**src/rtl/regmap_arbiter_if.sv**
```systemverilog
// Bus bundle around the regmap arbiter: I2C slave port, local requester, regmap.
// The arbiter takes the slave view; the surrounding logic takes the master view.
interface regmap_arbiter_if #(
  parameter int ADDR_W = 8,
  parameter int DATA_W = 8
);
  logic [ADDR_W-1:0] i2c_addr;
  logic [DATA_W-1:0] i2c_wdata;
  logic              i2c_wr_pulse;
  logic              i2c_active;
  logic [DATA_W-1:0] i2c_rdata;
  logic              i2c_wr_overrun;
  logic              loc_req;
  logic              loc_we;
  logic [ADDR_W-1:0] loc_addr;
  logic [DATA_W-1:0] loc_wdata;
  logic              loc_gnt;
  logic              loc_rvalid;
  logic [DATA_W-1:0] loc_rdata;
  logic              rm_en;
  logic              rm_we;
  logic [ADDR_W-1:0] rm_addr;
  logic [DATA_W-1:0] rm_wdata;
  logic [DATA_W-1:0] rm_rdata;

  modport slave (
    input  i2c_addr, i2c_wdata, i2c_wr_pulse, i2c_active,
    input  loc_req, loc_we, loc_addr, loc_wdata, rm_rdata,
    output i2c_rdata, i2c_wr_overrun, loc_gnt, loc_rvalid,
    output loc_rdata, rm_en, rm_we, rm_addr, rm_wdata
  );

  modport master (
    output i2c_addr, i2c_wdata, i2c_wr_pulse, i2c_active,
    output loc_req, loc_we, loc_addr, loc_wdata, rm_rdata,
    input  i2c_rdata, i2c_wr_overrun, loc_gnt, loc_rvalid,
    input  loc_rdata, rm_en, rm_we, rm_addr, rm_wdata
  );
endinterface

```
**src/rtl/regmap_arbiter.sv**
```systemverilog
// Serialises I2C-slave and local accesses onto the single-port regmap and
// keeps i2c_rdata prefetched from the current I2C address.
module regmap_arbiter #(
  parameter int ADDR_W      = 8,
  parameter int DATA_W      = 8,
  parameter int SYNC_STAGES = 2
) (
  input  logic clk,
  input  logic rst,
  regmap_arbiter_if.slave bus
);
  typedef enum logic [1:0] {IDLE, ISSUE, RD_WAIT} state_t;

  logic [SYNC_STAGES-1:0] wr_sync;
  logic [SYNC_STAGES-1:0] act_sync;
  logic                   wr_s_d;
  logic                   act_s_d;
  logic [ADDR_W-1:0]      addr_sync [SYNC_STAGES];
  logic [ADDR_W-1:0]      addr_s_d;
  logic [ADDR_W-1:0]      stable_addr;

  logic wr_s;
  logic act_s;
  logic wr_rise;
  logic act_rise;

  assign wr_s     = wr_sync[SYNC_STAGES-1];
  assign act_s    = act_sync[SYNC_STAGES-1];
  assign wr_rise  = wr_s & ~wr_s_d;
  assign act_rise = act_s & ~act_s_d;

  always_ff @(posedge clk or posedge rst) begin
    if (rst) begin
      wr_sync     <= '0;
      act_sync    <= '0;
      wr_s_d      <= 1'b0;
      act_s_d     <= 1'b0;
      addr_s_d    <= '0;
      stable_addr <= '0;
      for (int i = 0; i < SYNC_STAGES; i++)
        addr_sync[i] <= '0;
    end else begin
      wr_sync  <= {wr_sync[SYNC_STAGES-2:0], bus.i2c_wr_pulse};
      act_sync <= {act_sync[SYNC_STAGES-2:0], bus.i2c_active};
      wr_s_d   <= wr_s;
      act_s_d  <= act_s;
      addr_sync[0] <= bus.i2c_addr;
      for (int i = 1; i < SYNC_STAGES; i++)
        addr_sync[i] <= addr_sync[i-1];
      addr_s_d <= addr_sync[SYNC_STAGES-1];
      // per-bit syncs can skew; only trust a value seen twice in a row
      if (addr_sync[SYNC_STAGES-1] == addr_s_d)
        stable_addr <= addr_s_d;
    end
  end

  state_t            state;
  logic              wr_pend;
  logic              pf_pend;
  logic              last_wr;
  logic              rd_loc;
  logic [ADDR_W-1:0] wr_addr_q;
  logic [DATA_W-1:0] wr_data_q;
  logic [ADDR_W-1:0] pf_addr_q;
  logic [ADDR_W-1:0] rd_addr_q;
  logic [DATA_W-1:0] loc_rdata_q;

  logic idle;
  logic pf_need;
  logic take_wr;
  logic take_loc;
  logic take_pf;
  logic wr_hits_pf;

  assign idle     = (state == IDLE);
  assign pf_need  = pf_pend | (idle & (stable_addr != pf_addr_q));
  assign take_wr  = idle & wr_pend & (~bus.loc_req | ~last_wr);
  assign take_loc = idle & bus.loc_req & (~wr_pend | last_wr);
  assign take_pf  = idle & pf_need & ~wr_pend & ~bus.loc_req;

  assign wr_hits_pf = (state == ISSUE) & bus.rm_we &
                      (bus.rm_addr == pf_addr_q);

  assign bus.loc_rdata = bus.loc_rvalid ? bus.rm_rdata : loc_rdata_q;

  always_ff @(posedge clk or posedge rst) begin
    if (rst) begin
      state              <= IDLE;
      wr_pend            <= 1'b0;
      pf_pend            <= 1'b0;
      last_wr            <= 1'b0;
      rd_loc             <= 1'b0;
      wr_addr_q          <= '0;
      wr_data_q          <= '0;
      pf_addr_q          <= '0;
      rd_addr_q          <= '0;
      loc_rdata_q        <= '0;
      bus.i2c_rdata      <= '0;
      bus.i2c_wr_overrun <= 1'b0;
      bus.loc_gnt        <= 1'b0;
      bus.loc_rvalid     <= 1'b0;
      bus.rm_en          <= 1'b0;
      bus.rm_we          <= 1'b0;
      bus.rm_addr        <= '0;
      bus.rm_wdata       <= '0;
    end else begin
      bus.loc_gnt    <= 1'b0;
      bus.loc_rvalid <= 1'b0;
      bus.rm_en      <= 1'b0;
      bus.rm_we      <= 1'b0;
      bus.rm_addr    <= '0;
      bus.rm_wdata   <= '0;

      if (wr_rise) begin
        wr_addr_q <= bus.i2c_addr;
        wr_data_q <= bus.i2c_wdata;
      end
      if (wr_rise & wr_pend & ~take_wr)
        bus.i2c_wr_overrun <= 1'b1;
      if (take_wr)
        wr_pend <= 1'b0;
      if (wr_rise)
        wr_pend <= 1'b1;

      if (take_pf)
        pf_pend <= 1'b0;
      else if (pf_need)
        pf_pend <= 1'b1;
      if (wr_hits_pf | act_rise)
        pf_pend <= 1'b1;

      // fairness flips only when both requesters actually contend
      if (idle & wr_pend & bus.loc_req)
        last_wr <= take_wr;

      unique case (state)
        IDLE: begin
          unique case (1'b1)
            take_wr: begin
              state        <= ISSUE;
              bus.rm_en    <= 1'b1;
              bus.rm_we    <= 1'b1;
              bus.rm_addr  <= wr_addr_q;
              bus.rm_wdata <= wr_data_q;
            end
            take_loc: begin
              state        <= ISSUE;
              bus.loc_gnt  <= 1'b1;
              bus.rm_en    <= 1'b1;
              bus.rm_we    <= bus.loc_we;
              bus.rm_addr  <= bus.loc_addr;
              bus.rm_wdata <= bus.loc_we ? bus.loc_wdata : '0;
              rd_loc       <= 1'b1;
              rd_addr_q    <= bus.loc_addr;
            end
            take_pf: begin
              state       <= ISSUE;
              bus.rm_en   <= 1'b1;
              bus.rm_addr <= stable_addr;
              rd_loc      <= 1'b0;
              rd_addr_q   <= stable_addr;
            end
            default: state <= IDLE;
          endcase
        end
        ISSUE: begin
          if (bus.rm_we) begin
            state <= IDLE;
          end else begin
            state          <= RD_WAIT;
            bus.loc_rvalid <= rd_loc;
          end
        end
        RD_WAIT: begin
          state <= IDLE;
          if (rd_loc) begin
            loc_rdata_q <= bus.rm_rdata;
          end else begin
            bus.i2c_rdata <= bus.rm_rdata;
            pf_addr_q     <= rd_addr_q;
          end
        end
        default: state <= IDLE;
      endcase
    end
  end
endmodule

```
**src/flat_wrapper.sv**
```systemverilog
// flat-port wrapper written by rule: the top's interface ports become plain ports
module regmap_arbiter_flat 
#(
  parameter int ADDR_W      = 8,
  parameter int DATA_W      = 8,
  parameter int SYNC_STAGES = 2
)
  (clk, rst, bus_i2c_addr, bus_i2c_wdata, bus_i2c_wr_pulse, bus_i2c_active, bus_loc_req, bus_loc_we, bus_loc_addr, bus_loc_wdata, bus_rm_rdata, bus_i2c_rdata, bus_i2c_wr_overrun, bus_loc_gnt, bus_loc_rvalid, bus_loc_rdata, bus_rm_en, bus_rm_we, bus_rm_addr, bus_rm_wdata);
  regmap_arbiter_if #(.ADDR_W(ADDR_W), .DATA_W(DATA_W)) bus_i ();
  input  logic clk;
  input  logic rst;
  input wire logic [$bits(bus_i.i2c_addr)-1:0] bus_i2c_addr;
  input wire logic [$bits(bus_i.i2c_wdata)-1:0] bus_i2c_wdata;
  input wire logic [$bits(bus_i.i2c_wr_pulse)-1:0] bus_i2c_wr_pulse;
  input wire logic [$bits(bus_i.i2c_active)-1:0] bus_i2c_active;
  input wire logic [$bits(bus_i.loc_req)-1:0] bus_loc_req;
  input wire logic [$bits(bus_i.loc_we)-1:0] bus_loc_we;
  input wire logic [$bits(bus_i.loc_addr)-1:0] bus_loc_addr;
  input wire logic [$bits(bus_i.loc_wdata)-1:0] bus_loc_wdata;
  input wire logic [$bits(bus_i.rm_rdata)-1:0] bus_rm_rdata;
  output wire logic [$bits(bus_i.i2c_rdata)-1:0] bus_i2c_rdata;
  output wire logic [$bits(bus_i.i2c_wr_overrun)-1:0] bus_i2c_wr_overrun;
  output wire logic [$bits(bus_i.loc_gnt)-1:0] bus_loc_gnt;
  output wire logic [$bits(bus_i.loc_rvalid)-1:0] bus_loc_rvalid;
  output wire logic [$bits(bus_i.loc_rdata)-1:0] bus_loc_rdata;
  output wire logic [$bits(bus_i.rm_en)-1:0] bus_rm_en;
  output wire logic [$bits(bus_i.rm_we)-1:0] bus_rm_we;
  output wire logic [$bits(bus_i.rm_addr)-1:0] bus_rm_addr;
  output wire logic [$bits(bus_i.rm_wdata)-1:0] bus_rm_wdata;
  assign bus_i.i2c_addr = bus_i2c_addr;
  assign bus_i.i2c_wdata = bus_i2c_wdata;
  assign bus_i.i2c_wr_pulse = bus_i2c_wr_pulse;
  assign bus_i.i2c_active = bus_i2c_active;
  assign bus_i.loc_req = bus_loc_req;
  assign bus_i.loc_we = bus_loc_we;
  assign bus_i.loc_addr = bus_loc_addr;
  assign bus_i.loc_wdata = bus_loc_wdata;
  assign bus_i.rm_rdata = bus_rm_rdata;
  assign bus_i2c_rdata = bus_i.i2c_rdata;
  assign bus_i2c_wr_overrun = bus_i.i2c_wr_overrun;
  assign bus_loc_gnt = bus_i.loc_gnt;
  assign bus_loc_rvalid = bus_i.loc_rvalid;
  assign bus_loc_rdata = bus_i.loc_rdata;
  assign bus_rm_en = bus_i.rm_en;
  assign bus_rm_we = bus_i.rm_we;
  assign bus_rm_addr = bus_i.rm_addr;
  assign bus_rm_wdata = bus_i.rm_wdata;
  regmap_arbiter #(.ADDR_W(ADDR_W), .DATA_W(DATA_W), .SYNC_STAGES(SYNC_STAGES)) u_core (.clk(clk), .rst(rst), .bus(bus_i));
endmodule
```
**config.mk**
```make
export PLATFORM = sky130hd
export DESIGN_NAME = regmap_arbiter_flat
export DESIGN_NICKNAME = d
export VERILOG_FILES = /design/src/rtl/regmap_arbiter_if.sv /design/src/rtl/regmap_arbiter.sv /design/src/flat_wrapper.sv
export SDC_FILE = /design/constraint.sdc
export NUM_CORES = 1
export LEC_CHECK = 0
export CORE_MARGIN = 2
export CORE_UTILIZATION = 31
export DETAILED_ROUTE_END_ITERATION = 16
export GPL_TIMING_DRIVEN = 1
export RECOVER_POWER = 50
export SLEW_MARGIN = 20
export SYNTH_ARGS = -nofsm -noshare
export SYNTH_HDL_FRONTEND = slang
export SYNTH_SLANG_ARGS = --single-unit
export TNS_END_PERCENT = 1
```
**constraint.sdc**
```tcl
create_clock -name clk -period 11.8 [get_ports clk]
set_clock_uncertainty 0.05 [all_clocks]
set_input_delay 3.54 -clock clk [delete_from_list [all_inputs] [get_ports clk]]
set_output_delay 3.54 -clock clk [all_outputs]
set_load 0.02 [all_outputs]
```
==> results of run 1 <==
## power by group
| part | internal [W] | leakage, nW | switching (W) |
|---|---|---|---|
| Clock | 0.000164 | 0.139 | 0.000132 |
| Combinational | 0.000249 | 0.900 | 0.000226 |
| Sequential | 0.000491 | 1.37 | 0.0000757 |
| Total | 0.000904 | 2.41 | 0.000434 |
## layout by cell type, fill, tap and decap left out, types with 2 or more instances in the layout
cell / synthesis / final
sky130_fd_sc_hd__nor3b_1: 2 / 3
sky130_fd_sc_hd__a22o_1: 8 / 8
sky130_fd_sc_hd__clkbuf_1: 3 / 2
sky130_fd_sc_hd__dfrtp_1: 112 / 112
sky130_fd_sc_hd__mux2i_1: 16 / 16
sky130_fd_sc_hd__dlygate4sd3_1: 0 / 28
sky130_fd_sc_hd__nand4_1: 2 / 2
sky130_fd_sc_hd__nor2_1: 3 / 3
sky130_fd_sc_hd__nand2_1: 2 / 2
sky130_fd_sc_hd__a22oi_1: 8 / 8
sky130_fd_sc_hd__xnor2_1: 8 / 8
sky130_fd_sc_hd__nand3_1: 2 / 2
sky130_fd_sc_hd__clkinv_2: 0 / 2
sky130_fd_sc_hd__clkdlybuf4s50_1: 0 / 54
sky130_fd_sc_hd__nor4_1: 3 / 3
sky130_fd_sc_hd__mux2_2: 56 / 56
sky130_fd_sc_hd__xor2_1: 17 / 17
sky130_fd_sc_hd__o21ai_0: 8 / 8
sky130_fd_sc_hd__and3_1: 3 / 3
sky130_fd_sc_hd__inv_1: 9 / 8
sky130_fd_sc_hd__nand2b_1: 4 / 4
sky130_fd_sc_hd__clkbuf_16: 0 / 9
sky130_fd_sc_hd__nor3_1: 2 / 2
## layout make-up
cell class                      count  area [µm²]
Clock buffer                       10         229
Clock inverter                      5        56.3
Fill cell                        1273        8120
Inverter                            9        35.0
Multi-Input combinational cell    156        1420
Sequential cell                   112        2800
Tap cell                          180         225
Timing Repair Buffer               84         832
## worst max-delay path, cell delays in order
cell and delay [ps]:
sky130_fd_sc_hd__dlygate4sd3_1 580, sky130_fd_sc_hd__mux2_2 280, sky130_fd_sc_hd__clkdlybuf4s50_1 530
## registers in the layout (all words and copies together) (netlist names), 2 cells and up
| name | count |
|---|---|
| u_core.wr_data_q | 8 |
| u_core.rd_addr_q | 8 |
| u_core.pf_addr_q | 8 |
| u_core.addr_s_d | 8 |
| u_core.wr_addr_q | 8 |
| u_core.bus.i2c_rdata | 8 |
| u_core.bus.rm_addr | 8 |
| u_core.stable_addr | 8 |
| u_core.wr_sync | 2 |
| u_core.state | 2 |
| u_core.bus.rm_wdata | 8 |
| u_core.act_sync | 2 |
| u_core.loc_rdata_q | 8 |
| u_core.addr_sync | 16 |
## layer usage
metal  global-route usage (%)  up-vias
met5                        0        -
met4                     4.53        0
met3                     3.65        9
met2                     19.0       70
met1                     16.9     1241
li1                         -     1179
## metrics by stage
stage	power, W	hold slack, ps
2_1_floorplan	0.000860	281
3_3_place_gp	0.00105	282
3_5_place_dp	0.00106	286
4_1_cts	0.00136	301
5_1_grt	0.00142	309
6_report	0.00134	299
## cells in the mapped netlist, drive strengths merged (2+ instances only)
cell    count
a22o        8
a22oi       8
and2        2
and3        3
buf         7
clkbuf      3
dfrtp     112
inv         9
mux2       56
mux2i      16
nand2       2
nand2b      4
nand3       2
nand4       2
nor2        3
nor3        2
nor3b       3
nor4        4
o21ai       8
xnor2       8
xor2       17
## logic make-up (layout without fill, tap and decap cells)
family	after synthesis	count (layout)
xor gates and xnor gates	25	25
DFF	112	112
and+or+nand+nor	29	29
buffers and inverters	19	108
muxes	72	72
AOI/OAI and AO/OA	30	30
## how the worst max path moves through the flow
| stage | startpoint | endpoint | slack (ps) | cells past startpoint |
|---|---|---|---|---|
| after floorplan | bus_rm_rdata[0] | bus_loc_rdata[0] | 4360 | 1 |
| after global placement | bus_rm_rdata[6] | bus_loc_rdata[6] | 3440 | 3 |
| after detailed placement | bus_rm_rdata[4] | bus_loc_rdata[4] | 3410 | 3 |
| after CTS | bus_rm_rdata[4] | bus_loc_rdata[4] | 3400 | 3 |
| after global routing | bus_rm_rdata[6] | bus_loc_rdata[6] | 3240 | 3 |
| final | bus_rm_rdata[4] | bus_loc_rdata[4] | 3290 | 3 |
==> results.json, run 1 <==
{
  "status": "complete, but fails checks",
  "violated_checks": "capacitance limit, slew limit",
  "post_cts.resized_instances": 0,
  "met2WireLength_mm": 4.00,
  "maxCapViolations": 1,
  "synth_cells": 287,
  "globalRouteTotalUtil_pct": 12.5,
  "antenna_diode_count": 0,
  "post_cts_hold_buffer_count": 0,
  "place.gp.congestion": 0.758,
  "syn_area_um2": 4320,
  "core_um2": 13700,
  "cts-htree-levels": 3,
  "clockBufferDepth": 2,
  "async_flop_share_pct": 100,
  "detail_route.wirelength_mm": 8.54,
  "synth_cell_types": 33,
  "synth_compound_area_share_pct": 5.36,
  "hold_path_startpoint": "u_core.addr_sync[14]$_DFF_PP0_",
  "final_core_util_pct": 40.8,
  "path_max_fanout": 3,
  "synth-main-ff-cell": "sky130_fd_sc_hd__dfrtp_1",
  "tritoncts_num_sinks": 112,
  "setup_slack_ps": 3290,
  "highest_layer": "met4",
  "dieArea_um2": 14900,
  "max_freq_ghz": 0.117,
  "vias": 2499,
  "post_detailed_route_drc_marker_count": 0,
  "final_period_minus_worst_setup_slack_ps": 8510,
  "synth-edff-count": 0,
  "vdd.ir_drop.worst_uv": 74.4,
  "timing.final.max_slew_violations": 57,
  "rsz_0062_raised_after_global_routing": "no",
  "drtAntennaViolNets": 0,
  "startpoint_type": "input pin",
  "timing.setup.critical_path_class": "in -> out",
  "critical_path_arrival_ps": 4920,
  "first_global_vias": 2685,
  "tightest_slew_ps": 2350,
  "overflow": 0,
  "cts_tree": "yes",
  "synth_top_family_by_area": "multiplexers",
  "fin_setup_tns_ps": 0,
  "clk_root_buffer_cell": "sky130_fd_sc_hd__clkbuf_16",
  "placed_cells_incl_taps": 541,
  "synth-xor-area-share_pct": 5.07,
  "synthesis.area_per_instance_um2": 15.0,
  "met1_length_mm": 3.94,
  "area_growth_pct": 29.9,
  "postcts_setup_bufs": 0,
  "post_drt_via_cell_ratio": 4.49,
  "cellLeakagePower_nw": 2.41,
  "share_of_final_layout_standard_cells_stronger_than_drive_strength_1_pct": 20.2,
  "ys_ff_latch": 112,
  "grt_start_max_net_pins": 58,
  "syn_nets": 333,
  "num-nets-final": 418,
  "routed-wl-met3_um": 467,
  "cts_buffers": 9,
  "hold_path_end": "u_core.addr_sync[6]$_DFF_PP0_",
  "pre_cts_ws_ps": 3410,
  "detail_route.first_pass.iterations": 4,
  "std_cell_rows": 43,
  "crit_required_ps": 8210,
  "io_buffer_count": 82,
  "synth_adder_area_share_pct": 0,
  "timing.final.crit_share_pct": 72.2,
  "reg2reg_path_depth": 3,
  "detailedPlacementHpwl_mm": 5.98,
  "dpl_cell_area_um2": 5320,
  "critical_path.reg2reg.startpoint": "u_core.state[1]$_DFF_PP0_",
  "first_pass_grt_wire_length_mm": 14.0,
  "slew_headroom_pct": -57.8,
  "floorplan.io_pins": 83,
  "die_height_um": 122,
  "cell_taking_the_most_area_after_synthesis": "sky130_fd_sc_hd__dfrtp_1",
  "synthTopCellsByArea": "sky130_fd_sc_hd__dfrtp_1 65%, sky130_fd_sc_hd__mux2_2 15%, sky130_fd_sc_hd__mux2i_1 3.7%, sky130_fd_sc_hd__xor2_1 3.5%, sky130_fd_sc_hd__a22o_1 1.6%",
  "antenna_violations_before_repair": 0,
  "synth.yosys.seq_area_share_pct": 64.9,
  "wl_per_cell_um": 15.4,
  "fin_cells": 556,
  "final_hold_viol_count": 0,
  "initial_utilization_pct": 31.5,
  "worstReg2RegEnd": "u_core.pf_addr_q[1]$_DFFE_PP0P_",
  "drt_iter0_drc": 104,
  "synthMuxAreaShare_pct": 18.3,
  "setup.reg_to_reg.worst_slack_ps": 9230,
  "timing.hold.worst.class": "reg -> reg",
  "fp.dieW_um": 122,
  "count_of_endpoints_failing_setup_in_the_final_report": 0,
  "post-synth-top-area-fraction_pct": 64.9,
  "cp-end-kind": "output port",
  "fin_area_um2": 5600,
  "clkSlewWorstSetupHoldPaths_ps": 70,
  "total_power_divided_by_cell_area_nw_per_um2": 239,
  "min_path_cells": 0,
  "clock_latency_ps": 350,
  "yosysWarningCount": 0,
  "post_synth_and_or_nand_nor_area_fraction_pct": 4.18
}
Power figures use the tool's default switching activity.
==> run 2, diff against run 1 <==
- clock period: 11.8 -> 8.8 ns (I/O delays scaled with it)
==> run 2 against run 1 <==
  * Clock power rose by 34%
  * Die area unchanged
  * The run still ends with capacitance limit, slew limit left
  * Wire length hardly changed
  * Critical path depth unchanged
  * Core utilization is essentially flat
  * Global-route usage fell by 0.41 points
  * First-iteration DRC count fell by 53%
  * Via count up 1.0%
  * Sequential cell count did not move
  * Non-clock buffer count unchanged
==> results.json, run 2 (synthesized netlist as in run 1, its figures left out) <==
{
  "detail_route.wirelength_mm": 8.54,
  "cpMaxStageDelayCell": "sky130_fd_sc_hd__dlygate4sd3_1",
  "final_hold_viol_count": 0,
  "cellLeakagePower_nw": 2.40,
  "slowest_cell_delay_on_critical_path_ps": 580,
  "post_detailed_route_drc_marker_count": 0,
  "fin_area_um2": 5610,
  "multiInputGateArea_um2": 1420,
  "count_of_endpoints_failing_setup_in_the_final_report": 0,
  "total_power_divided_by_cell_area_nw_per_um2": 320,
  "area_growth_pct": 29.9,
  "leading_cell_types_in_the_layout_fill_and_taps_excluded": "112 x sky130_fd_sc_hd__dfrtp_1, 56 x sky130_fd_sc_hd__mux2_2, 54 x sky130_fd_sc_hd__clkdlybuf4s50_1, 28 x sky130_fd_sc_hd__dlygate4sd3_1, 17 x sky130_fd_sc_hd__xor2_1",
  "timing.setup.critical_path_class": "in -> out",
  "filler_cell_count": 1290,
  "tightest_slew_ps": 2400,
  "vdd.ir_drop.worst_uv": 126,
  "antenna_violations_before_repair": 0,
  "first_global_vias": 2626,
  "core_um2": 13700,
  "dpl_cell_area_um2": 5320,
  "grt_start_max_net_pins": 58,
  "crit_required_ps": 6110,
  "startpoint_type": "input pin",
  "initial_utilization_pct": 31.5,
  "cts_tree": "yes",
  "violated_checks": "capacitance limit, slew limit",
  "cp-end-kind": "output port",
  "num-nets-final": 418,
  "cts_buffers": 9,
  "timing.final.crit_share_pct": 76.3,
  "critical_path.cell_chain": "dlygate4sd3_1 > mux2_2 > clkdlybuf4s50_1",
  "maxCapViolations": 1,
  "post_cts_hold_buffer_count": 0,
  "io_buffer_count": 82,
  "clockBufferDepth": 2,
  "overflow": 0,
  "layout.area.seq_um2": 2800,
  "final_period_minus_worst_setup_slack_ps": 6710,
  "vias": 2525,
  "max_freq_ghz": 0.149,
  "rsz_0062_raised_after_global_routing": "no",
  "die_height_um": 122,
  "setup.reg_to_reg.worst_slack_ps": 6200,
  "fp.dieW_um": 122,
  "postcts_setup_bufs": 0,
  "final_common_cell": "sky130_fd_sc_hd__dfrtp_1",
  "fin_setup_tns_ps": 0,
  "cts-htree-levels": 3,
  "drt_iter0_drc": 49,
  "clkSlewWorstSetupHoldPaths_ps": 70,
  "detailedPlacementHpwl_mm": 5.99,
  "largest_register_ff_count": 16,
  "post_drt_via_cell_ratio": 4.55,
  "std_cell_rows": 43,
  "critical_path_arrival_ps": 4020,
  "regMostFlops": "u_core.addr_sync",
  "clk_root_buffer_cell": "sky130_fd_sc_hd__clkbuf_16",
  "slew_headroom_pct": -60.7,
  "first_pass_grt_wire_length_mm": 13.8,
  "dieArea_um2": 14900,
  "tritoncts_num_sinks": 112,
  "post_cts.resized_instances": 0,
  "share_of_final_layout_standard_cells_stronger_than_drive_strength_1_pct": 20.1,
  "wl_per_cell_um": 15.4,
  "place.gp.congestion": 0.758,
  "status": "complete, but fails checks",
  "drtAntennaViolNets": 0,
  "detail_route.first_pass.iterations": 4,
  "floorplan.io_pins": 83,
  "timing.hold.worst.class": "reg -> reg",
  "globalRouteTotalUtil_pct": 12.0,
  "path_max_fanout": 3,
  "clock_latency_ps": 330,
  "timing.final.max_slew_violations": 57
}
[run 2: cell count changes in the layout (fill, tap and decap cells not counted), sizes merged]
cell	change
clkinv	-2
clkinvlp	+1
diode	+1
inv	-1
[run 2: critical path, delay by kind of cell]
family | cells | cell delay (ps)
buf+inv | 2 | 1120
mux | 1 | 270
[run 2: stage by stage]
stage	utilization, %	worst slack (ps)	hold slack (ps)	cells	total power (W)
finish	40.9	2090	299	555	0.00179
global route	40.8	2040	306	554	0.00190
CTS	40.9	2200	301	554	0.00182
detailed placement	38.8	2200	285	541	0.00142
global placement	38.8	2240	282	541	0.00141
floorplan	-	3150	281	287	0.00115
[run 2: cell type report]
class / instances / area share (%)
diodes: 1 / 0.0446
clock buffers: 10 / 4.26
clock inverters: 3 / 0.804
inverters: 9 / 0.625
multi-input cells: 156 / 25.4
flip-flops and latches: 112 / 50.0
well taps: 180 / 4.02
repair buffers: 84 / 14.8
[run 2: path summary, 6_finish.rpt]
kind / start / to / depth (start not counted)
max: bus_rm_rdata[4] / bus_loc_rdata[4] / 3
min: u_core.wr_sync[0]$_DFF_PP0_ / u_core.wr_sync[1]$_DFF_PP0_ / 0
max reg2reg: u_core.state[1]$_DFF_PP0_ / u_core.pf_addr_q[2]$_DFFE_PP0P_ / 3
min reg2reg: u_core.wr_sync[0]$_DFF_PP0_ / u_core.wr_sync[1]$_DFF_PP0_ / 0
max in group asynchronous: rst / u_core.bus.loc_gnt$_DFF_PP0_ / 3
min in group asynchronous: rst / u_core.wr_sync[0]$_DFF_PP0_ / 2
[run 2: per-layer routing]
layer	track usage (%)	up-vias	part of all wire, %
met4	2.73	0	0.93
met1	17.3	1271	49
met2	18.3	60	45
met5	0	-	0
li1	-	1187	-
met3	3.23	7	4.8
[run 2: power breakdown]
part | internal (W) | switching [W]
registers | 0.000658 | 0.000102
clock network | 0.000224 | 0.000172
logic | 0.000334 | 0.000303
total | 0.00122 | 0.000577
==> run 3, diff against run 2 <==
- clock period: 8.8 -> 5.5 ns (I/O delays scaled with it)
==> run 3 against run 2 <==
  * The flow still finishes with violations (capacitance limit, slew limit)
  * Wire length rose by 2.8%
  * Worst hold slack improved by 0.94 ps
  * Final area rose by 0.16%
  * Sequential share of layout area fell by 0.078 points
  * Via count rose by 1.7%
  * Cell count rose by 0.72%
  * Register-to-register slack got worse by 3400 ps
  * Sequential power rose by 60%
  * Die area did not move
  * Sequential cell count did not move
  * Combinational power rose by 62%
  * Largest cell class unchanged
  * Highest routed layer unchanged
==> results.json, run 3 (synthesized netlist as in run 1, its figures left out) <==
{
  "post_detailed_route_drc_marker_count": 0,
  "wl_per_cell_um": 15.7,
  "met1_length_mm": 3.94,
  "slowest_cell_delay_on_critical_path_ps": 580,
  "post_drt_via_cell_ratio": 4.59,
  "num-nets-final": 420,
  "final_hold_viol_count": 0,
  "timing.hold.worst.class": "reg -> reg",
  "startpoint_type": "input pin",
  "fin_area_um2": 5610,
  "std_cell_rows": 43,
  "rsz_0062_raised_after_global_routing": "no",
  "filler_cell_count": 1317,
  "floorplan.io_pins": 83,
  "initial_utilization_pct": 31.5,
  "clkSlewWorstSetupHoldPaths_ps": 70,
  "area_growth_pct": 30.1,
  "detailedPlacementHpwl_mm": 6.21,
  "globalRouteTotalUtil_pct": 12.5,
  "detail_route.first_pass.iterations": 4,
  "tightest_slew_ps": 2610,
  "max_freq_ghz": 0.211,
  "postcts_setup_bufs": 0,
  "highest_layer": "met4",
  "dpl_cell_area_um2": 5340,
  "first_pass_grt_wire_length_mm": 14.1,
  "count_of_endpoints_failing_setup_in_the_final_report": 0,
  "cellLeakagePower_nw": 2.41,
  "timing.final.max_slew_violations": 62,
  "placed_cells_incl_taps": 543,
  "met2WireLength_mm": 4.27,
  "cp-end-kind": "output port",
  "place.gp.congestion": 0.751,
  "critical_path_arrival_ps": 3050,
  "overflow": 0,
  "largest_register_ff_count": 16,
  "clk_root_buffer_cell": "sky130_fd_sc_hd__clkbuf_16",
  "core_um2": 13700,
  "clock_latency_ps": 340,
  "io_buffer_count": 82,
  "leading_cell_types_in_the_layout_fill_and_taps_excluded": "112 x sky130_fd_sc_hd__dfrtp_1, 56 x sky130_fd_sc_hd__mux2_2, 54 x sky130_fd_sc_hd__clkdlybuf4s50_1, 28 x sky130_fd_sc_hd__dlygate4sd3_1, 17 x sky130_fd_sc_hd__xor2_1",
  "total_power_divided_by_cell_area_nw_per_um2": 510,
  "clockBufferDepth": 2,
  "violated_checks": "capacitance limit, slew limit",
  "status": "complete, but fails checks",
  "final_common_cell": "sky130_fd_sc_hd__dfrtp_1",
  "final_period_minus_worst_setup_slack_ps": 4750,
  "vdd.ir_drop.worst_uv": 189,
  "drtAntennaViolNets": 0,
  "vias": 2567,
  "detail_route.wirelength_mm": 8.78,
  "cts_buffers": 9,
  "antenna_diode_count": 0,
  "die_height_um": 122,
  "crit_required_ps": 3800,
  "share_of_final_layout_standard_cells_stronger_than_drive_strength_1_pct": 20.8,
  "maxCapViolations": 1,
  "drt_iter0_drc": 106,
  "post_cts_hold_buffer_count": 0,
  "slew_headroom_pct": -74.9,
  "path_max_fanout": 3,
  "first_global_vias": 2684,
  "routed-wl-met3_um": 493,
  "cpMaxStageDelayCell": "sky130_fd_sc_hd__dlygate4sd3_1",
  "cts_tree": "yes",
  "fin_setup_tns_ps": 0,
  "critical_path.cell_chain": "dlygate4sd3_1 > mux2_2 > clkdlybuf4s50_1",
  "cpLargestDelayFamily": "buffers and inverters",
  "antenna_violations_before_repair": 0,
  "grt_start_max_net_pins": 62,
  "cts-htree-levels": 3,
  "fp.dieW_um": 122,
  "tritoncts_num_sinks": 112,
  "hold_slack_ps": 300,
  "timing.final.crit_share_pct": 86.3,
  "timing.setup.critical_path_class": "in -> out",
  "post_cts.resized_instances": 0,
  "fin_cells": 559,
  "cp.buffers_inverters": 2,
  "dieArea_um2": 14900,
  "regMostFlops": "u_core.addr_sync"
}
## run 3: cell count changes in the layout (fill, tap and decap cells not counted), sizes merged
cell,previous run,this run
clkbuf,11,13
clkinv,0,2
buf,1,3
bufinv,1,0
diode,1,0
## run 3: final cells by class
cell class	count	area, µm²	share of cell area [%]
inverters	9	35.0	0.624
well taps	180	225	4.01
repair buffers	86	847	15.1
flip-flops and latches	112	2800	49.9
multi-input cells	156	1420	25.3
clock inverters	4	28.8	0.513
clock buffers	12	256	4.57
## run 3: routing by layer
| metal | GRT usage (%) | up-vias |
|---|---|---|
| li1 | - | 1191 |
| met1 | 16.1 | 1303 |
| met2 | 20.2 | 63 |
| met3 | 3.56 | 10 |
| met4 | 4.17 | 0 |
| met5 | 0 | - |
## run 3: path summary, 6_finish.rpt
| check | startpoint | endpoint | slack (ps) | cells past startpoint |
|---|---|---|---|---|
| min in group asynchronous | rst | u_core.wr_addr_q[3]$_DFFE_PP0P_ | 2440 | 2 |
| worst max register to register | u_core.state[0]$_DFF_PP0_ | u_core.pf_addr_q[0]$_DFFE_PP0P_ | 2820 | 3 |
| worst min register to register | u_core.addr_sync[11]$_DFF_PP0_ | u_core.addr_sync[3]$_DFF_PP0_ | 300 | 0 |
| worst max-delay path | bus_rm_rdata[4] | bus_loc_rdata[4] | 750 | 3 |
| max in group asynchronous | rst | u_core.pf_addr_q[0]$_DFFE_PP0P_ | 1690 | 3 |
| worst min-delay path | u_core.addr_sync[11]$_DFF_PP0_ | u_core.addr_sync[3]$_DFF_PP0_ | 300 | 0 |
## run 3: worst register-to-register path, delay by kind of cell (launching register included)
kind	cells	cell delay, ps
and+or+nand+nor	1	1100
muxes	1	410
DFF	1	450
buffers and inverters	1	550
## run 3: metrics by stage
stage	power (W)	setup WS, ps	util [%]
floorplan	0.00185	841	-
detailed placement	0.00228	876	38.9
global placement	0.00227	913	38.9
finish	0.00287	752	40.9
CTS	0.00291	868	41.0
global route	0.00303	702	40.9
## run 3: power by group
| group | switching, W | internal, W |
|---|---|---|
| clock | 0.000286 | 0.000332 |
| combinational | 0.000492 | 0.000538 |
| sequential | 0.000164 | 0.00105 |
| total | 0.000942 | 0.00192 |
